==> config.mk <==
export PLATFORM = sky130hd
export DESIGN_NAME = regfile_wb
export DESIGN_NICKNAME = d
export VERILOG_FILES = /design/src/rtl/regfile_wb.sv
export SDC_FILE = /design/constraint.sdc
export NUM_CORES = 2
export LEC_CHECK = 0
export CORE_ASPECT_RATIO = 1.5
export CORE_MARGIN = 1
export CORE_UTILIZATION = 56
export DETAILED_ROUTE_END_ITERATION = 12
export MAX_ROUTING_LAYER = met4
export PLACE_DENSITY = 0.74
export SLEW_MARGIN = 20
export SYNTH_ARGS = -nofsm -noshare
export SYNTH_HDL_FRONTEND = slang
export SYNTH_SLANG_ARGS = --single-unit
export TNS_END_PERCENT = 1
==> constraint.sdc <==
create_clock -name clk -period 85.9 [get_ports clk]
set_input_delay 8.59 -clock clk [delete_from_list [all_inputs] [get_ports clk]]
set_output_delay 8.59 -clock clk [all_outputs]
set_load 0.1 [all_outputs]
==> src/rtl/regfile_wb.sv <==
// regfile_wb: write-back stage and integer register file.
// Captures the X-stage destination, commits the M-stage result one cycle
// later, and serves two decode read ports with X/M bypassing plus a
// load-use stall.
// Optional feature macro: REGFILE_FWD_X_EN. When defined, a non-load result
// in X is forwarded straight to decode. When undefined, any X hit stalls
// decode for one cycle and the value is then taken from the M bypass.
module regfile_wb #(
  parameter int NREG = 32,
  parameter int XLEN = 32
) (
  input  logic            clk,
  input  logic            reset,
  input  logic [4:0]      rd_addr_x,
  input  logic            rd_we_x,
  input  logic            rdx_v,
  input  logic            flush_x,
  input  logic [XLEN-1:0] rd_data_x,
  input  logic [XLEN-1:0] rd_data_m,
  input  logic [4:0]      rs1_addr_d,
  input  logic            rs1_ren_d,
  input  logic [4:0]      rs2_addr_d,
  input  logic            rs2_ren_d,
  output logic [XLEN-1:0] rs1_data_d,
  output logic [XLEN-1:0] rs2_data_d,
  output logic            load_stall,
  output logic [4:0]      rd_addr_w,
  output logic            rd_we_w
);

  logic [XLEN-1:0] regs_q [NREG];
  logic [XLEN-1:0] regs_d [NREG];
  logic [4:0]      rd_addr_m_q, rd_addr_m_d;
  logic            rd_we_m_q, rd_we_m_d;

  logic            commit;
  logic            x_live;
  logic            x_hit1, x_hit2;
  logic            m_hit1, m_hit2;
  logic            x_fwd;
  logic            x_stall;

`ifdef REGFILE_FWD_X_EN
  // A finished ALU result in X may be forwarded; only loads in X stall.
  assign x_fwd   = rdx_v;
  assign x_stall = ~rdx_v;
`else
  // No X-to-decode path: every X hit stalls and is later served from M.
  logic fwd_unused;
  assign fwd_unused = rdx_v;
  assign x_fwd      = 1'b0;
  assign x_stall    = 1'b1;
`endif

  assign x_live = rd_we_x & ~flush_x;
  assign commit = rd_we_m_q & (rd_addr_m_q != 5'd0);
  assign x_hit1 = x_live & (rd_addr_x == rs1_addr_d);
  assign x_hit2 = x_live & (rd_addr_x == rs2_addr_d);
  assign m_hit1 = rd_we_m_q & (rd_addr_m_q == rs1_addr_d);
  assign m_hit2 = rd_we_m_q & (rd_addr_m_q == rs2_addr_d);

  assign rd_addr_w = rd_addr_m_q;
  assign rd_we_w   = commit;

  // Priority mux for one read port: x0, then X, then M, then the array.
  function automatic logic [XLEN-1:0] read_port(
    input logic [4:0]      addr,
    input logic            use_x,
    input logic            use_m,
    input logic [XLEN-1:0] dx,
    input logic [XLEN-1:0] dm,
    input logic [XLEN-1:0] rf
  );
    logic [XLEN-1:0] val;
    if (addr == 5'd0) begin
      val = '0;
    end else if (use_x) begin
      val = dx;
    end else if (use_m) begin
      val = dm;
    end else begin
      val = rf;
    end
    return val;
  endfunction

  // Next-state for the X-to-M pipeline register; a flushed X never reaches M.
  always_comb begin
    rd_addr_m_d = rd_addr_x;
    rd_we_m_d   = rd_we_x & ~flush_x;
  end

  // Next-state for the register array; x0 is forced to zero.
  always_comb begin
    regs_d = regs_q;
    if (commit) begin
      regs_d[rd_addr_m_q] = rd_data_m;
    end
    regs_d[0] = '0;
  end

  // State registers; reset discards any in-flight commit.
  always_ff @(posedge clk or posedge reset) begin
    if (reset) begin
      for (int i = 0; i < NREG; i++) begin
        regs_q[i] <= '0;
      end
      rd_addr_m_q <= '0;
      rd_we_m_q   <= 1'b0;
    end else begin
      regs_q      <= regs_d;
      rd_addr_m_q <= rd_addr_m_d;
      rd_we_m_q   <= rd_we_m_d;
    end
  end

  // Decode read data and load-use stall, held at zero while in reset.
  always_comb begin
    rs1_data_d = '0;
    rs2_data_d = '0;
    load_stall = 1'b0;
    if (!reset) begin
      rs1_data_d = read_port(rs1_addr_d, x_hit1 & x_fwd, m_hit1,
                             rd_data_x, rd_data_m, regs_q[rs1_addr_d]);
      rs2_data_d = read_port(rs2_addr_d, x_hit2 & x_fwd, m_hit2,
                             rd_data_x, rd_data_m, regs_q[rs2_addr_d]);
      load_stall = (rs1_ren_d & (rs1_addr_d != 5'd0) & x_hit1 & x_stall) |
                   (rs2_ren_d & (rs2_addr_d != 5'd0) & x_hit2 & x_stall);
    end
  end

endmodule
==> results.md <==
* Status: finished clean
* Fillers at 6922
* First-pass DRT Iterations at 5
* Crit path DAT at ~14 ns
* Mean post-synth cell area at 15.0 µm²
* Number of global-route vias before repair at 37.8k
* Pin count of the biggest net entering global routing at 205
* PD cells at 22.1 nW/µm²
* Iteration-0 DRC Markers at 3892
* FP Rows at 139
* Worst Tran Pin Value at 1.14 ns
* Hold crit path type: reg2reg
* Final setup viols at 0
* HPWL after detailed placement at 99200 µm
* Clock sinks at approximately 1000
* Fmax achieved at between 40 and 50 MHz
* CTS hold repair buffers at 0
* Layout cells sized above 1 at 0.520
* Worst setup EP type: output port
* Global routing met1 resource utilization at 0.437
* Asr flop ratio synth at 1.00
* Leakage at 0.0245 µW
* Max Root-Sink Buffers at 3
* Critical path data required time at between 70 and 80 ns
* Worst slew margin at 0.235
* RSZ-0062 raised after global routing: no
* Synth warn at 0
* Tot GR Track Use at 0.365
* Final hold vios at 0
* Wirelength per Cell at about 35 µm
* Multi-input logic area at 27600 µm²
* Worst hold stages at 1
* Post-synth cell types at 48
* Mapped Cells at 3607
* Slew Limit Fails at 0
* Starting Density at 0.565
* Final #Nets at 3606
* CTS tree: done
* Fin crit share at 0.266
* Clk slew on worst S/H paths at 0.06 ns
* Most common cell after layout, fill and taps aside: mux2_2
* H-tree depth at 3
* Busiest layer in global routing: met2
* WHS Endpoint: regs_q[725]$_DFFE_PP0P_
* TNS Setup at 0 ns
* First-pass GRT wire length at around 250000 µm
* Port Buffers at between 100 and 150
* DRC Markers at 0
* Via density at 7.28
* Grt total ovfl at 0
* I/O Pins at 157
* Period minus WS final at roughly 23 ns
* Vias at 35.5k
* Max rail drop VDD at 15.4 µV
* Antenna Violating Nets Remaining at 0
* Area delta synth->final at 9.65%
* Storage element area at between 20000 and 25000 µm²
* Root Buffer: clkbuf_16
* Crit Reg-Reg Endpoint: regs_q[121]$_DFFE_PP0P_
* Clk_lat worst skew at 0.71 ns
* Core Area at 95800 µm²
* DIE AREA at between 90000 and 100000 µm²
* Post-CTS setup buffers at 0
* Worst Setup Start Kind: primary input
* Final GP Congestion at 0.877
* Routed wire length at 171000 µm
* R2R cell count at 5
* R2R setup slack at 81.69 ns
* Most frequent cells in the layout: 1070 x mux2_2, 998 x dfrtp_1, 486 x mux4_2
* Global-route met3 utilization at 0.0842
* Max-cap violations at 0
* Die width at 256 µm
* Clock skew at around 0.035 ns
* Post_cts resized at 0
* Most used flip-flop cell after synthesis: dfrtp_1
* Max FO, Critical Path at 116
* M2 GR Usage at 0.561
* CTS buffer count at 96
* Sequential element share of the synthesized area at 0.461
* Category of the critical setup timing path: in2out
* Crit Reg-Reg Startpoint: rd_addr_w[2]$_DFF_PP0_
* Final total power at 1310 µW
* Antenna violations before repair at 12
* Mapped cell area at 54200 µm²
* Post-synthesis register bit count at 998
* Syn Nets at 3693
* Die H at 383 µm
* Hold_sp: regs_q[725]$_DFFE_PP0P_
* Number of synthesized flops with an enable pin at 0
-- registers in the layout (all words and copies together), names as in the netlist --
signal     cells
regs_q       992
rd_we_m_q      1
rd_addr_w      5
-- metrics by stage --
stage               hold WS [ns]  setup slack [ns]   util  cells  cell area (µm²)
floorplan                  0.477             49.23      -   3607            54200
CTS                        0.525             63.28  0.620   4864            59400
global route               0.537             63.07  0.620   4878            59400
global placement           0.489             63.29  0.585   4689            56100
detailed placement         0.509             63.30  0.585   4689            56100
finish                     0.523             63.07  0.620   4879            59400
-- kinds of logic (layout without fill, tap and decap cells) --
group / Yosys count / after routing / synth area share
mux: 1689 / 1689 / 0.449
flops: 998 / 998 / 0.461
buf+inv: 402 / 392 / 0.0331
compound gates: 272 / 272 / 0.0341
simple gates: 228 / 228 / 0.0199
xor+xnor: 18 / 18 / 0.00291
other cells: 0 / 13 / 0
-- cells in the mapped netlist (42+ instances only) --
cell type,number,area [µm²]
nor3_1,42,210
nand2_1,50,188
buf_2,122,611
mux4_2,486,10900
buf_1,61,229
a21oi_1,47,235
a221oi_1,49,429
dfrtp_1,998,25000
mux2i_1,132,1320
nor2_1,79,297
mux2_2,1070,12000
o21ai_0,66,330
clkbuf_1,181,679
-- where the power goes --
group          total, µW  internal [µW]  switching (µW)  leakage (µW)
Sequential           594            541            53.4        0.0123
Clock                444            255             189       0.00163
Combinational        274            147             128        0.0106
Total               1310            942             370        0.0245
-- worst max-delay path, cell delays in order --
cell	delay, ns
buf_8	0.55
buf_4	0.86
buf_12	0.66
xnor2_1	0.22
nand4_1	0.21
o21ai_1	0.92
o22ai_1	0.27
nor2_1	0.53
clkdlybuf4s50_1	1.25
-- how the worst max path moves through the flow --
stage / start / endpoint / slack [ns] / cells past startpoint
floorplan: reset / rd_addr_w[0]$_DFF_PP0_ / 49.23 / 1
global placement: rs1_addr_d[1] / rs1_data_d[10] / 63.29 / 9
detailed placement: rs1_addr_d[1] / rs1_data_d[10] / 63.30 / 9
CTS: rs1_addr_d[1] / rs1_data_d[10] / 63.28 / 9
global route: rs1_addr_d[1] / rs1_data_d[15] / 63.07 / 9
finish: rs1_addr_d[1] / rs1_data_d[15] / 63.07 / 9
-- cell type report --
cell class | instances | area share
antenna | 13 | 0.000548
clock buffer | 147 | 0.0498
clock inverter | 28 | 0.00524
inverter | 8 | 0.000716
multi-input combinational | 2207 | 0.465
sequential | 998 | 0.420
tap | 1269 | 0.0267
timing repair buffer | 209 | 0.0318
-- metal layers --
layer | share of wire | up-vias
li1 | - | 13822
met1 | 0.36 | 18979
met2 | 0.48 | 2059
met3 | 0.091 | 650
met4 | 0.071 | 0
met5 | 0 | -
Power figures use the tool's default switching activity.
